--- config.mk ---
export PLATFORM = sky130hd
export DESIGN_NAME = irq_ctrl_6502
export DESIGN_NICKNAME = d
export VERILOG_FILES = /design/src/rtl/irq_ctrl_pkg.sv /design/src/rtl/irq_sync_edge.sv /design/src/rtl/irq_ctrl_6502.sv
export SDC_FILE = /design/constraint.sdc
export NUM_CORES = 1
export LEC_CHECK = 0
export ABC_AREA = 1
export BUFFER_PORTS_ARGS = -buffer_cell sky130_fd_sc_hd__buf_2
export CAP_MARGIN = 20
export CORE_UTILIZATION = 55
export DETAILED_ROUTE_END_ITERATION = 12
export PLACE_DENSITY_LB_ADDON = 0.1
export SYNTH_ARGS = -nofsm -noshare
export SYNTH_HDL_FRONTEND = slang
export SYNTH_HIERARCHICAL = 1
export SYNTH_SLANG_ARGS = --single-unit
--- constraint.sdc ---
create_clock -name clk -period 1.7 [get_ports clk]
set_clock_uncertainty 0.05 [all_clocks]
set_input_delay 0.255 -clock clk [delete_from_list [all_inputs] [get_ports clk]]
set_output_delay 0.255 -clock clk [all_outputs]
set_load 0.005 [all_outputs]
--- src/rtl/irq_ctrl_pkg.sv ---
// Shared constants and helpers for the irq_ctrl_6502 interrupt controller.
// The VECTOR priority encoder is only used when IRQ_CTRL_VECTOR_EN is defined.
package irq_ctrl_pkg;

  localparam int unsigned NUM_SRC = 8;

  localparam logic [1:0] IRQ_OFS_PEND   = 2'd0;
  localparam logic [1:0] IRQ_OFS_MASK   = 2'd1;
  localparam logic [1:0] IRQ_OFS_ACTIVE = 2'd2;
  localparam logic [1:0] IRQ_OFS_VECTOR = 2'd3;

  localparam logic [7:0] PEND_RST  = 8'h00;
  localparam logic [7:0] MASK_RST  = 8'h00;
  localparam logic [7:0] RDATA_RST = 8'h00;
  localparam logic       IRQ_RST   = 1'b0;
  localparam logic       SEL_RST   = 1'b0;

  // Lowest-numbered active bit wins; result is {any_active, 4'b0, idx}.
  function automatic logic [7:0] vector_enc(input logic [NUM_SRC-1:0] act);
    logic [7:0] v;
    v = 8'h00;
    for (int i = int'(NUM_SRC) - 1; i >= 0; i--) begin
      if (act[i]) v = {1'b1, 4'b0000, i[2:0]};
    end
    return v;
  endfunction

endpackage

--- src/rtl/irq_sync_edge.sv ---
// One interrupt source: 2-flop synchronizer, history flop and rising-edge pulse.
module irq_sync_edge (
  input  logic clk_i,
  input  logic rst_i,
  input  logic src_i,
  output logic pulse_o
);

  logic sync1_q, sync2_q, hist_q;
  logic vld_q, armed_q;

  // armed_q requires a low sample after reset, so a source held high through
  // reset never produces an edge.
  always_ff @(posedge clk_i) begin
    if (rst_i) begin
      sync1_q <= 1'b0;
      sync2_q <= 1'b0;
      hist_q  <= 1'b0;
      vld_q   <= 1'b0;
      armed_q <= 1'b0;
    end else begin
      sync1_q <= src_i;
      sync2_q <= sync1_q;
      hist_q  <= sync2_q;
      vld_q   <= 1'b1;
      armed_q <= armed_q | (vld_q & ~sync1_q);
    end
  end

  assign pulse_o = sync2_q & ~hist_q & armed_q;

endmodule

--- src/rtl/irq_ctrl_6502.sv ---
// Memory-mapped 8-source edge-latched interrupt controller for cpu_6502.
// Define IRQ_CTRL_VECTOR_EN to build the VECTOR priority encoder.
module irq_ctrl_6502
  import irq_ctrl_pkg::*;
#(
  parameter logic [15:0] BASE_ADDR = 16'hD000
) (
  input  logic               clk,
  input  logic               rst,
  input  logic [15:0]        ab,
  input  logic [7:0]         dout,
  input  logic               we,
  input  logic               rdy,
  output logic [7:0]         rdata,
  output logic               sel_q,
  input  logic [NUM_SRC-1:0] src,
  output logic               irq
);

  logic [NUM_SRC-1:0] edge_pulse;
  logic [NUM_SRC-1:0] pend_q, pend_d;
  logic [NUM_SRC-1:0] mask_q, mask_d;
  logic [NUM_SRC-1:0] active;
  logic [NUM_SRC-1:0] w1c, w1s;
  logic [7:0]         vector;
  logic [7:0]         rd_mux;
  logic [7:0]         rdata_q;
  logic               irq_q;
  logic               hit, wr_en;
  logic [1:0]         ofs;

  for (genvar g = 0; g < NUM_SRC; g++) begin : g_src
    irq_sync_edge u_sync (
      .clk_i   (clk),
      .rst_i   (rst),
      .src_i   (src[g]),
      .pulse_o (edge_pulse[g])
    );
  end

  assign hit    = (ab[15:2] == BASE_ADDR[15:2]);
  assign ofs    = ab[1:0];
  assign wr_en  = we & rdy & hit;
  assign active = pend_q & mask_q;

`ifdef IRQ_CTRL_VECTOR_EN
  assign vector = vector_enc(active);
`else
  assign vector = 8'h00;
`endif

  always_comb begin
    mask_d = mask_q;
    w1c    = '0;
    w1s    = '0;
    if (wr_en) begin
      case (ofs)
        IRQ_OFS_PEND:   w1c    = dout;
        IRQ_OFS_MASK:   mask_d = dout;
        IRQ_OFS_ACTIVE: w1s    = dout;
        default:        ;
      endcase
    end
    // Hardware edges are OR-ed in last so they win over a same-cycle clear.
    pend_d = (pend_q & ~w1c) | w1s | edge_pulse;
  end

  always_comb begin
    rd_mux = 8'h00;
    case (ofs)
      IRQ_OFS_PEND:   rd_mux = pend_q;
      IRQ_OFS_MASK:   rd_mux = mask_q;
      IRQ_OFS_ACTIVE: rd_mux = active;
      default:        rd_mux = vector;
    endcase
  end

  always_ff @(posedge clk) begin
    if (rst) begin
      pend_q  <= PEND_RST;
      mask_q  <= MASK_RST;
      irq_q   <= IRQ_RST;
      rdata_q <= RDATA_RST;
      sel_q   <= SEL_RST;
    end else begin
      pend_q <= pend_d;
      mask_q <= mask_d;
      irq_q  <= |active;
      if (rdy) begin
        sel_q <= hit;
        if (hit) rdata_q <= rd_mux;
      end
    end
  end

  assign rdata = rdata_q;
  assign irq   = irq_q;

endmodule
# --- Word-level counts from Yosys, hierarchy flattened ---
# Cells that the tools add are included.
op_classes:
  bitwise_logic: 55
  muxes: 6
  n_reduce_logical: 4
  eq_ne: 3
op_table:
  columns: ["cell", "n"]
  rows:
  - ["$mux W8", 4]
  - ["$and A1 B1 Y1", 26]
  - ["$pmux W8 S3", 1]
  - ["$and A8 B8 Y8", 2]
  - ["$not A1 Y1", 16]
  - ["$or A8 B8 Y8", 2]
  - ["$eq A14 B14 Y1 const B", 1]
  - ["$not A8 Y8", 1]
  - ["$or A1 B1 Y1", 8]
  - ["$reduce_or A8 Y1", 1]
  - ["$reduce_and A2 Y1", 2]
  - ["$eq A2 B1 Y1 const B", 1]
  - ["$eq A2 B2 Y1 const B", 1]
  - ["$logic_not A2 Y1", 1]
  - ["$mux W1", 1]
word_totals:
  out_inout_bits: 10
  in_bits: 36
  ff_bits: 59

# --- Logic depth before layout (Yosys ltp) ---
# Gate-level depths: netlist of run 1.
logic_depth:
  ltp_word: 7
  depth_mapped: 9

# --- Cells and area by module ---
# Netlist of run 1, hierarchy kept.
by_module_without_submodules:
  columns: ["module", "n_inst", "cells_per_inst", "area_per_inst_um2"]
  rows:
  - ["irq_ctrl_6502", 1, 230, 1503.9]
  - ["irq_sync_edge", 8, 16, 152.6]

# --- Worst setup path after synthesis of run 1 ---
# Ideal clock, no wire load.
synth_timing:
  path_kind: "in2reg"
  from: "input port ab[3]"
  to: "register mask_q[1]"
  arrival_ns: 1.128
  slack_ns: 0.407
  t_required_ns: 1.534
  path_stages: 7
  cell_sequence: "or2_4 > nor2_8 > nand3_4 > nor2_8 > inv_4 > nor2_1 > nor2_1"
synth_via:
  elab_chain_len: 3
synth_lines:
  columns: ["item", "line", "source"]
  rows:
  - ["from (decl)", "irq_ctrl_6502.sv:10", "input logic [15:0] ab,"]
  - ["$eq A14 B14 Y1", "irq_ctrl_6502.sv:41", "assign hit = (ab[15:2] == BASE_ADDR[15:2]);"]
  - ["$and A1 B1 Y1", "irq_ctrl_6502.sv:43", "assign wr_en = we & rdy & hit;"]
  - ["$reduce_and A2 Y1 (no line)", null, null]
  - ["to (signal assigned)", "irq_ctrl_6502.sv:87", "mask_q <= mask_d;"]
  - ["to (decl)", "irq_ctrl_6502.sv:22", "logic [NUM_SRC-1:0] mask_q, mask_d;"]
# Every way passes these cells.
# A chain may end at the register's enable or synchronous reset.

# --- Final worst setup path of run 1 ---
layout_timing:
  from: "input port ab[0]"
  to: "register rdata_q[2], in the netlist rdata[2]"
layout_via:
  elab_chain_len: 2
  elab_cells_between_ends: 4
  cone_classes: "eq/ne: 2; mux: 1; reduce/logical: 1"
layout_lines:
  columns: ["item", "line", "source"]
  rows:
  - ["$eq A2 B2 Y1, or another cell as far along", "irq_ctrl_6502.sv:70", "case (ofs)"]
  - ["$pmux W8 S3 (*)", "irq_ctrl_6502.sv:70", null]
  - ["to (signal assigned)", "irq_ctrl_6502.sv:91", "if (hit) rdata_q <= rd_mux;"]
  - ["to (decl)", "irq_ctrl_6502.sv:27", "logic [7:0] rdata_q;"]
# Every way passes the cells marked *; elsewhere a longest branch is shown, timed or not.

==> flow_summary.toml, run 1 <==
[critical_path]
arrival_ns = 1.30
cp-start-kind = "input pin"
cp_max_fo = 10
endpoint_kind = "flop"
path_class = "input pin to flop"
ff2ff_path_depth = 4
required_ns = 1.87

[cells_and_area]
synthToLayoutAreaGrowth_pct = 19.19
drive_gt1_frac = 0.2153
fillers = 452
nets = 449
diodes = 0
utilization = 0.6832

[routing]
vias_per_cell = 4.588
route.detailed.drc = 0
vias = 2225
drt-total-wl_mm = 4.726
drt_iter0_markers = 110
ant_nets = 0
first_pass_iters = 4
wl_per_cell_um = 9.744

[cts]
htreeDepth = 3
clk_pin_slew_ns = 0.07
root_buffer = "clkbuf_8"
clock_path_buffers = 2
cts.repair.resized = 0
worstSkewPairLatency_ns = 0.33
cts_tree = "built"
clock-sinks = 66
cts_hold_buf = 0
postCtsSetupRepairBufs = 0
numCtsBuffers = 9

[sta]
drv_slew = 0
max_slew_margin = 0.7169
period_share = 0.6646
finalCriticalPeriod_ns = 1.130
final.setup.tns_ns = 0
setup_ws_ns = 0.5702
max_freq_ghz = 0.8851
tightest_slew_ns = 0.4246
holdWs_ns = 0.07506
setup_viol = 0
hold_viol_final = 0
grt_setup_unrepaired = "no"

[logic_synthesis]
synth_cells = 358
ys_seq_area_frac = 0.4848
ys_ff_latch = 66
yosysTopAreaCell = "dfxtp_1"
synth_area_um2 = 2725
yosysUniqueCellTypes = 23
synth_top_area_share = 0.4848
ys.flop_type = "dfxtp_1"
syn_avg_cell_area_um2 = 7.612
yosysWarnings = 6
synth_common_cells = "inv_1 (85), dfxtp_1 (66), nor2_1 (63)"
synthTopCellsByArea = "dfxtp_1 (48%), inv_1 (12%), nor2_1 (8.7%)"
synth_most_common_cell = "inv_1"
syn_nets = 394
async_flop_share = 0
synth-edff-count = 0

[grt]
grt_max_degree = 41
grt_overflow = 0
grt_pass1_vias = 2084
grt_usage = 0.2058
grt_pass1_wl_mm = 8.252
antenna_found_initial = 0

[floorplan]
initial_utilization = 0.5732
die_area_um2 = 5240
die_y_um = 72.39
core_area_um2 = 4755
fp.dieW_um = 72.39
rows = 25
ios = 46

[place]
place_ws_ns = 0.2304
numPortBuffers = 45
gp_congestion = 0.8278
dpl.hpwl_mm = 3.366

[worst_hold_path]
hold_path_class = "input pin to flop"
hold_depth = 3

[power]
ir_drop_mv = 0.7008
leakage_nw = 1.645
power.density_nw_per_um2 = 1000

[outcome]
status = "finished clean"

[job]
maxCapViolCount = 0
## metrics by stage
stage	cell area [um2]	cells	power (mW)
after global placement	3029	469	1.859
final	3248	485	3.249
after floorplan	2725	358	1.776
after CTS	3248	485	3.279
after detailed placement	3029	469	1.866
after global routing	3248	485	3.360
## registers in the layout, indices dropped and copies added (netlist names)
| name | cells |
|---|---|
| g_src.u_sync/armed_q | 8 |
| g_src.u_sync/hist_q | 8 |
| g_src.u_sync/sync1_q | 8 |
| g_src.u_sync/sync2_q | 8 |
| g_src.u_sync/vld_q | 8 |
| irq | 1 |
| mask_q | 8 |
| pend_q | 8 |
| rdata | 8 |
| sel_q | 1 |
## report_power, final
part           internal [mW]  leakage [nW]  switching (mW)  total, mW
Sequential              1.60         0.542          0.0164       1.61
Combinational         0.0821         0.994           0.133      0.215
Clock                  0.861         0.109           0.558       1.42
## final timing paths
check             slack [ns]                    start                       to
setup / recovery        0.57                    ab[0]                 rdata[2]
setup reg to reg        0.69                pend_q[2]                      irq
hold reg to reg         0.38  g_src[2].u_sync/sync1_q  g_src[2].u_sync/sync2_q
hold / removal          0.08                   src[2]  g_src[2].u_sync/sync1_q
## cells in the final DEF (no fill, tap or decap), types with 2 or more instances in the layout
cell | netlist | layout
clkinv_2 | 0 | 2
buf_2 | 1 | 45
clkbuf_8 | 0 | 10
nor3_2 | 8 | 8
buf_4 | 2 | 6
nor2_8 | 3 | 3
o21ai_0 | 17 | 17
o21ai_1 | 7 | 7
inv_1 | 85 | 85
a21oi_2 | 8 | 8
nand2_1 | 50 | 50
nor2_1 | 63 | 63
a21oi_1 | 18 | 18
nand4_1 | 16 | 16
dfxtp_1 | 66 | 66
a22o_1 | 2 | 2
bufinv_16 | 0 | 2
nand3_4 | 2 | 2
## layer usage
layer  vias to the layer above  wire [um]  global-route usage
met1                       957       2290              0.2315
li1                       1198          -                   -
met5                         -          0                   0
met3                         9        298             0.05694
met2                        61       2055              0.3499
met4                         0         82              0.1176
## critical path: stages
cell and delay (ns):
buf_2 0.11, inv_2 0.12, or2_1 0.37, nand2_1 0.10
o21ai_0 0.09, inv_1 0.05, o21ai_0 0.14, a21oi_1 0.05
## cells by family after synthesis
family	count (synthesis)	share of synthesized area
flip-flops	66	0.4848
AO/OA/AOI/OAI	53	0.1125
buffers and inverters	95	0.1405
AND/OR/NAND/NOR	144	0.2622
## cell type report
type | instances | area [um2] | area share
Tap cell | 67 | 83.83 | 0.02581
Clock buffer | 11 | 141.4 | 0.04353
Clock inverter | 5 | 77.57 | 0.02388
Sequential cell | 66 | 1321 | 0.4068
Multi-Input combinational cell | 197 | 1021 | 0.3143
Timing Repair Buffer | 51 | 270.3 | 0.08320
Inverter | 88 | 332.8 | 0.1025
Power figures use the tool's default switching activity.
==> run 2: changes to the inputs <==
- ABC_AREA: 1 -> 0
- CORE_UTILIZATION: 55 -> 54
- clock period: 1.7 -> 1.2 ns (I/O delays scaled with it)
==> run 2 against run 1 <==
  * Count of clock-buffer cells in the layout rose by 2
  * Final area down 4.7%
  * The run now ends with negative setup slack left
  * Synthesized cell count is 26% lower
  * Global-route usage rose by 1.8 points
  * Flip-flop and latch count is the same
  * Non-clock buffer count grew 12
  * Setup slack worse by 0.94 ns
  * Combinational power is 28% higher
  * Critical path depth is 2 lower
  * Power up 29%
  * Sequential share of layout area rose by 2.0 points
  * First-iteration DRC count is 12% higher
==> flow_summary.toml, run 2 <==
[outcome]
status = "finished with violations"
violations = "negative setup slack"

[power]
ir_drop_mv = 0.7924
pwr-share-seq = 0.550
swShare = 0.2216
leakage_nw = 1.218
power.density_nw_per_um2 = 1350
p_sw_mw = 0.9262
p_total_mw = 4.180
pwr-share-comb = 0.066
internal-power_mw = 3.254
power_frac_clock = 0.384

[critical_path]
required_ns = 1.36
crit_path_cell_trace = "buf_6, or4_4, or4_4, buf_6, o21ai_1, a21oi_1"
endpoint_kind = "flop"
arrival_ns = 1.73
cp-start-kind = "input pin"
path_class = "input pin to flop"
critPathSlowestCell = "or4_4"
cp_max_fo = 8
reg2reg_slack_ns = 0.14
max_stage_delay_ns = 0.56

[grt]
grtUsageMet1 = 0.2727
grt_pass1_vias = 1893
met2_usage = 0.3538
grt_overflow = 0
grt_max_degree = 59
antenna_found_initial = 0
grt_pass1_wl_mm = 8.349
gr-max-usage-layer = "met2"
gr-usage-met3 = 0.06140
grt_usage = 0.2237

[logic_synthesis]
ys_ff_latch = 66
yosysUniqueCellTypes = 30
synth_most_common_cell = "dfxtp_1"
synth_top_area_share = 0.5449
synth_cells = 265
ys.flop_type = "dfxtp_1"
async_flop_share = 0
yosysWarnings = 6
synth-edff-count = 0
syn_nets = 301
ys_seq_area_frac = 0.5449
yosysTopAreaCell = "dfxtp_1"
syn_avg_cell_area_um2 = 9.150
synth_area_um2 = 2425
synth_common_cells = "dfxtp_1 (66), nor2b_1 (41), nand2_1 (30)"
synthTopCellsByArea = "dfxtp_1 (54%), nor2b_1 (11%), nand2_1 (4.6%)"

[floorplan]
ios = 46
rows = 24
die_area_um2 = 4762
die_y_um = 69.01
initial_utilization = 0.5608
fp.dieW_um = 69.01
core_area_um2 = 4324

[cells_and_area]
diodes = 0
utilization = 0.7159
mostFrequentLayoutCell = "dfxtp_1"
final_cell_mix = "dfxtp_1 (66), buf_2 (43), nor2b_1 (41)"
nets = 363
synthToLayoutAreaGrowth_pct = 27.66
final_cells = 383
fillers = 349
drive_gt1_frac = 0.3051

[place]
place_ws_ns = -0.8124
numPortBuffers = 45
placed_cells = 363
dpl.hpwl_mm = 2.986
gp_congestion = 0.7593

[routing]
route.detailed.drc = 0
vias_per_cell = 5.209
first_pass_iters = 6
drt_iter0_markers = 123
ant_nets = 0
wl_per_cell_um = 12.61
drt-total-wl_mm = 4.830
vias = 1995

[sta]
holdWs_ns = 0.01214
max_freq_ghz = 0.6359
drv_slew = 0
period_share = 1.310
max_slew_margin = 0.8127
setup_viol = 25
finalCriticalPeriod_ns = 1.573
grt_setup_unrepaired = "yes"
hold_viol_final = 0
setup_ws_ns = -0.3726
tightest_slew_ns = 0.2809

[job]
maxCapViolCount = 0

[worst_hold_path]
hold_path_class = "input pin to flop"

[cts]
clk_pin_slew_ns = 0.07
clock-sinks = 66
postCtsSetupRepairBufs = 0
worstSkewPairLatency_ns = 0.32
numCtsBuffers = 9
cts_tree = "built"
htreeDepth = 3
root_buffer = "clkbuf_8"
clock_path_buffers = 2
## run 2: cell families after synthesis
family	count (synthesis)	share of synthesized area
compound gates	78	0.1920
simple gates	100	0.2260
buf+inv	21	0.03715
flops	66	0.5449
## run 2: final timing paths
check	start	end	depth (start not counted)
hold reg to reg	rdata[5]	rdata[5]	2
hold / removal	src[7]	g_src[7].u_sync/sync1_q	2
setup reg to reg	pend_q[1]	rdata[1]	4
setup / recovery	ab[10]	pend_q[4]	6
## run 2: layout make-up
| type | instances | area (um2) | share of cell area |
|---|---|---|---|
| Timing Repair Buffer | 63 | 419.2 | 0.1354 |
| Clock inverter | 2 | 12.51 | 0.004042 |
| Sequential cell | 66 | 1321 | 0.4268 |
| Multi-Input combinational cell | 178 | 1085 | 0.3504 |
| Clock buffer | 13 | 158.9 | 0.05133 |
| Inverter | 9 | 33.78 | 0.01091 |
| Tap cell | 52 | 65.06 | 0.02102 |
## run 2: critical path: cells and delay by family
kind	cells	cell delay, ns
AOI/OAI and AO/OA	2	0.20
buffers and inverters	2	0.25
and+or+nand+nor	2	1.09
## run 2: stage by stage
step                      area, um2  TNS [ns]
after floorplan                2446    -15.23
after global placement         2789    -17.29
after detailed placement       2789    -17.88
after CTS                      3078    -7.982
after global routing           3095    -8.700
final                          3095    -8.235
## run 2: power by group through the flow
stage	clock network, mW	registers (mW)	logic (mW)
floorplan	0	2.34	0.124
global placement	0	2.34	0.247
detailed placement	0	2.35	0.252
CTS	1.64	2.30	0.273
global route	1.75	2.30	0.305
finish	1.61	2.30	0.276
## run 2: routing by layer
metal,share of wire,vias up,routed length [um]
met3,0.033,6,161
met5,0,-,0
met1,0.47,920,2274
li1,-,1034,-
met4,0.016,0,76
met2,0.48,35,2318
## run 2: repair_timing
item / in CTS / in global routing
pin swaps: 9 / 2
resized for setup: 23 / 4
cloned: 1 / 0
hold buffers: 4 / 0
setup endpoints to repair: 25 / 25
hold endpoints to repair: 4 / 0
==> run 3: changes to the inputs <==
- CELL_PAD_IN_SITES_DETAIL_PLACEMENT: unset -> 1
- CELL_PAD_IN_SITES_GLOBAL_PLACEMENT: unset -> 1
- CORE_UTILIZATION: 54 -> 41
- SLEW_MARGIN: unset -> 10
==> run 3 against run 2 <==
  * The run still ends with negative setup slack left
  * Critical path type unchanged
  * Critical endpoint is now mask_q[7]
  * Power grew 1.1%
  * Count of clock-buffer cells in the layout is the same
  * Die area grew 31%
  * Register-to-register slack lost 0.07 ns
  * Flip-flop and latch count is the same
  * First-iteration DRC count shrank 36%
  * Wire length grew 29%
  * Combinational power grew 7.2%
==> flow_summary.toml, run 3 (synthesized netlist as in run 2, its figures left out) <==
[cells_and_area]
final_cell_mix = "dfxtp_1 (66), buf_2 (43), nor2b_1 (41)"
nets = 364
diodes = 0
final_cells = 404
utilization = 0.5634
fin_area_um2 = 3159
drive_gt1_frac = 0.3223
mostFrequentLayoutCell = "dfxtp_1"
synthToLayoutAreaGrowth_pct = 30.29

[routing]
vias = 2095
ant_nets = 0
dr_wl_met2_mm = 3.160
routed.top_layer = "met4"
wl_met1_mm = 2.793
first_pass_iters = 4
vias_per_cell = 5.186
route.detailed.drc = 0
drt_iter0_markers = 79
met3_length_um = 176
wl_per_cell_um = 15.48
drt-total-wl_mm = 6.254

[grt]
grt_pass1_vias = 2111
grt_max_degree = 30
antenna_found_initial = 0
grt_overflow = 0
grt_pass1_wl_mm = 10.04
grt_usage = 0.2134

[place]
gp_congestion = 0.7448
placed_cells = 384
numPortBuffers = 45
postPlaceCellArea_um2 = 2846
dpl.hpwl_mm = 4.002

[cts]
clock_path_buffers = 2
root_buffer = "clkbuf_8"
cts_tree = "built"
clk_pin_slew_ns = 0.07
numCtsBuffers = 9
worstSkewPairLatency_ns = 0.33
htreeDepth = 3
clock-sinks = 66

[sta]
holdWs_ns = 0.01330
period_share = 1.330
finalCriticalPeriod_ns = 1.596
tightest_slew_ns = 0.2956
setup_viol = 25
hold_viol_final = 0
max_slew_margin = 0.8013
drv_slew = 0
max_freq_ghz = 0.6264
final.setup.tns_ns = -8.669
grt_setup_unrepaired = "yes"
setup_ws_ns = -0.3964

[outcome]
status = "finished with violations"
violations = "negative setup slack"

[critical_path]
endpoint_kind = "flop"
cp-start-kind = "input pin"
arrival_ns = 1.76
ff2ff_path_depth = 4
required_ns = 1.36
cp_max_fo = 8
regToRegEndpoint = "rdata[1]"
path_class = "input pin to flop"
reg2reg_slack_ns = 0.07
rr_startpoint = "pend_q[1]"

[worst_hold_path]
worstHoldStart = "src[5]"
hold_depth = 2
hold_path_class = "input pin to flop"
hold-path-endpoint = "g_src[5].u_sync/sync1_q"

[power]
pwr-share-seq = 0.544
leakage_nw = 1.219
pwr-share-comb = 0.070
swShare = 0.2283
power.density_nw_per_um2 = 1338
internal-power_mw = 3.262
power_frac_clock = 0.386
p_sw_mw = 0.9648
ir_drop_mv = 0.8944

[floorplan]
die_area_um2 = 6226
ios = 46
initial_utilization = 0.4324
die_y_um = 78.91
rows = 27
core_area_um2 = 5608
fp.dieW_um = 78.91

[job]
maxCapViolCount = 0
## run 3: changes by cell type in the layout (fill, tap and decap cells not counted), sizes merged
cell         delta
buf             +3
dlygate4sd3     -3
or4             +1
## run 3: area by class of cell
| type | count | area (um2) |
|---|---|---|
| fill | 672 | 2449 |
| sequential | 66 | 1321 |
| multi-input combinational | 179 | 1102 |
| timing repair buffer | 63 | 440.4 |
| clock buffer | 13 | 158.9 |
| tap | 72 | 90.09 |
| inverter | 9 | 33.78 |
| clock inverter | 2 | 12.51 |
## run 3: worst max-delay path by stage
| stage | start | to | slack, ns | depth (start not counted) |
|---|---|---|---|---|
| 2_1_floorplan | ab[5] | mask_q[0] | -0.68 | 6 |
| 3_3_place_gp | ab[5] | rdata[4] | -0.79 | 6 |
| 3_5_place_dp | ab[5] | rdata[4] | -0.85 | 6 |
| 4_1_cts | ab[6] | mask_q[2] | -0.37 | 6 |
| 5_1_grt | ab[6] | mask_q[1] | -0.44 | 7 |
| 6_report | ab[3] | mask_q[7] | -0.40 | 6 |
## run 3: per-stage QoR
step	total power [mW]	worst slack (ns)
5_1_grt	4.399	-0.4375
4_1_cts	4.254	-0.3700
6_report	4.226	-0.3964
3_3_place_gp	2.610	-0.7939
3_5_place_dp	2.622	-0.8510
2_1_floorplan	2.461	-0.6815
## run 3: power by group through the flow
stage / clock [mW] / sequential [mW] / combinational [mW]
floorplan: 0 / 2.34 / 0.124
global placement: 0 / 2.34 / 0.265
detailed placement: 0 / 2.35 / 0.274
CTS: 1.66 / 2.30 / 0.291
global route: 1.77 / 2.31 / 0.324
finish: 1.63 / 2.30 / 0.296
## run 3: metal layers
layer | GRT usage | up-vias
met5 | 0 | -
met4 | 0.1255 | 0
met3 | 0.03678 | 10
met2 | 0.3530 | 41
met1 | 0.2599 | 1010
li1 | - | 1034
## run 3: worst max-delay path: stages
cell	delay [ns]
buf_6	0.09
or4b_4	0.53
or4_4	0.58
buf_6	0.16
o21ai_1	0.13
a21oi_1	0.08
## run 3: timing repair
item / in CTS / in global routing
hold buffers: 1 / 0
pin swaps: 21 / 1
gates resized for setup: 25 / 6
gates cloned: 2 / 0
buffers inserted: 1 / 1
setup endpoints to repair: 25 / 25
hold endpoints to repair: 1 / 0
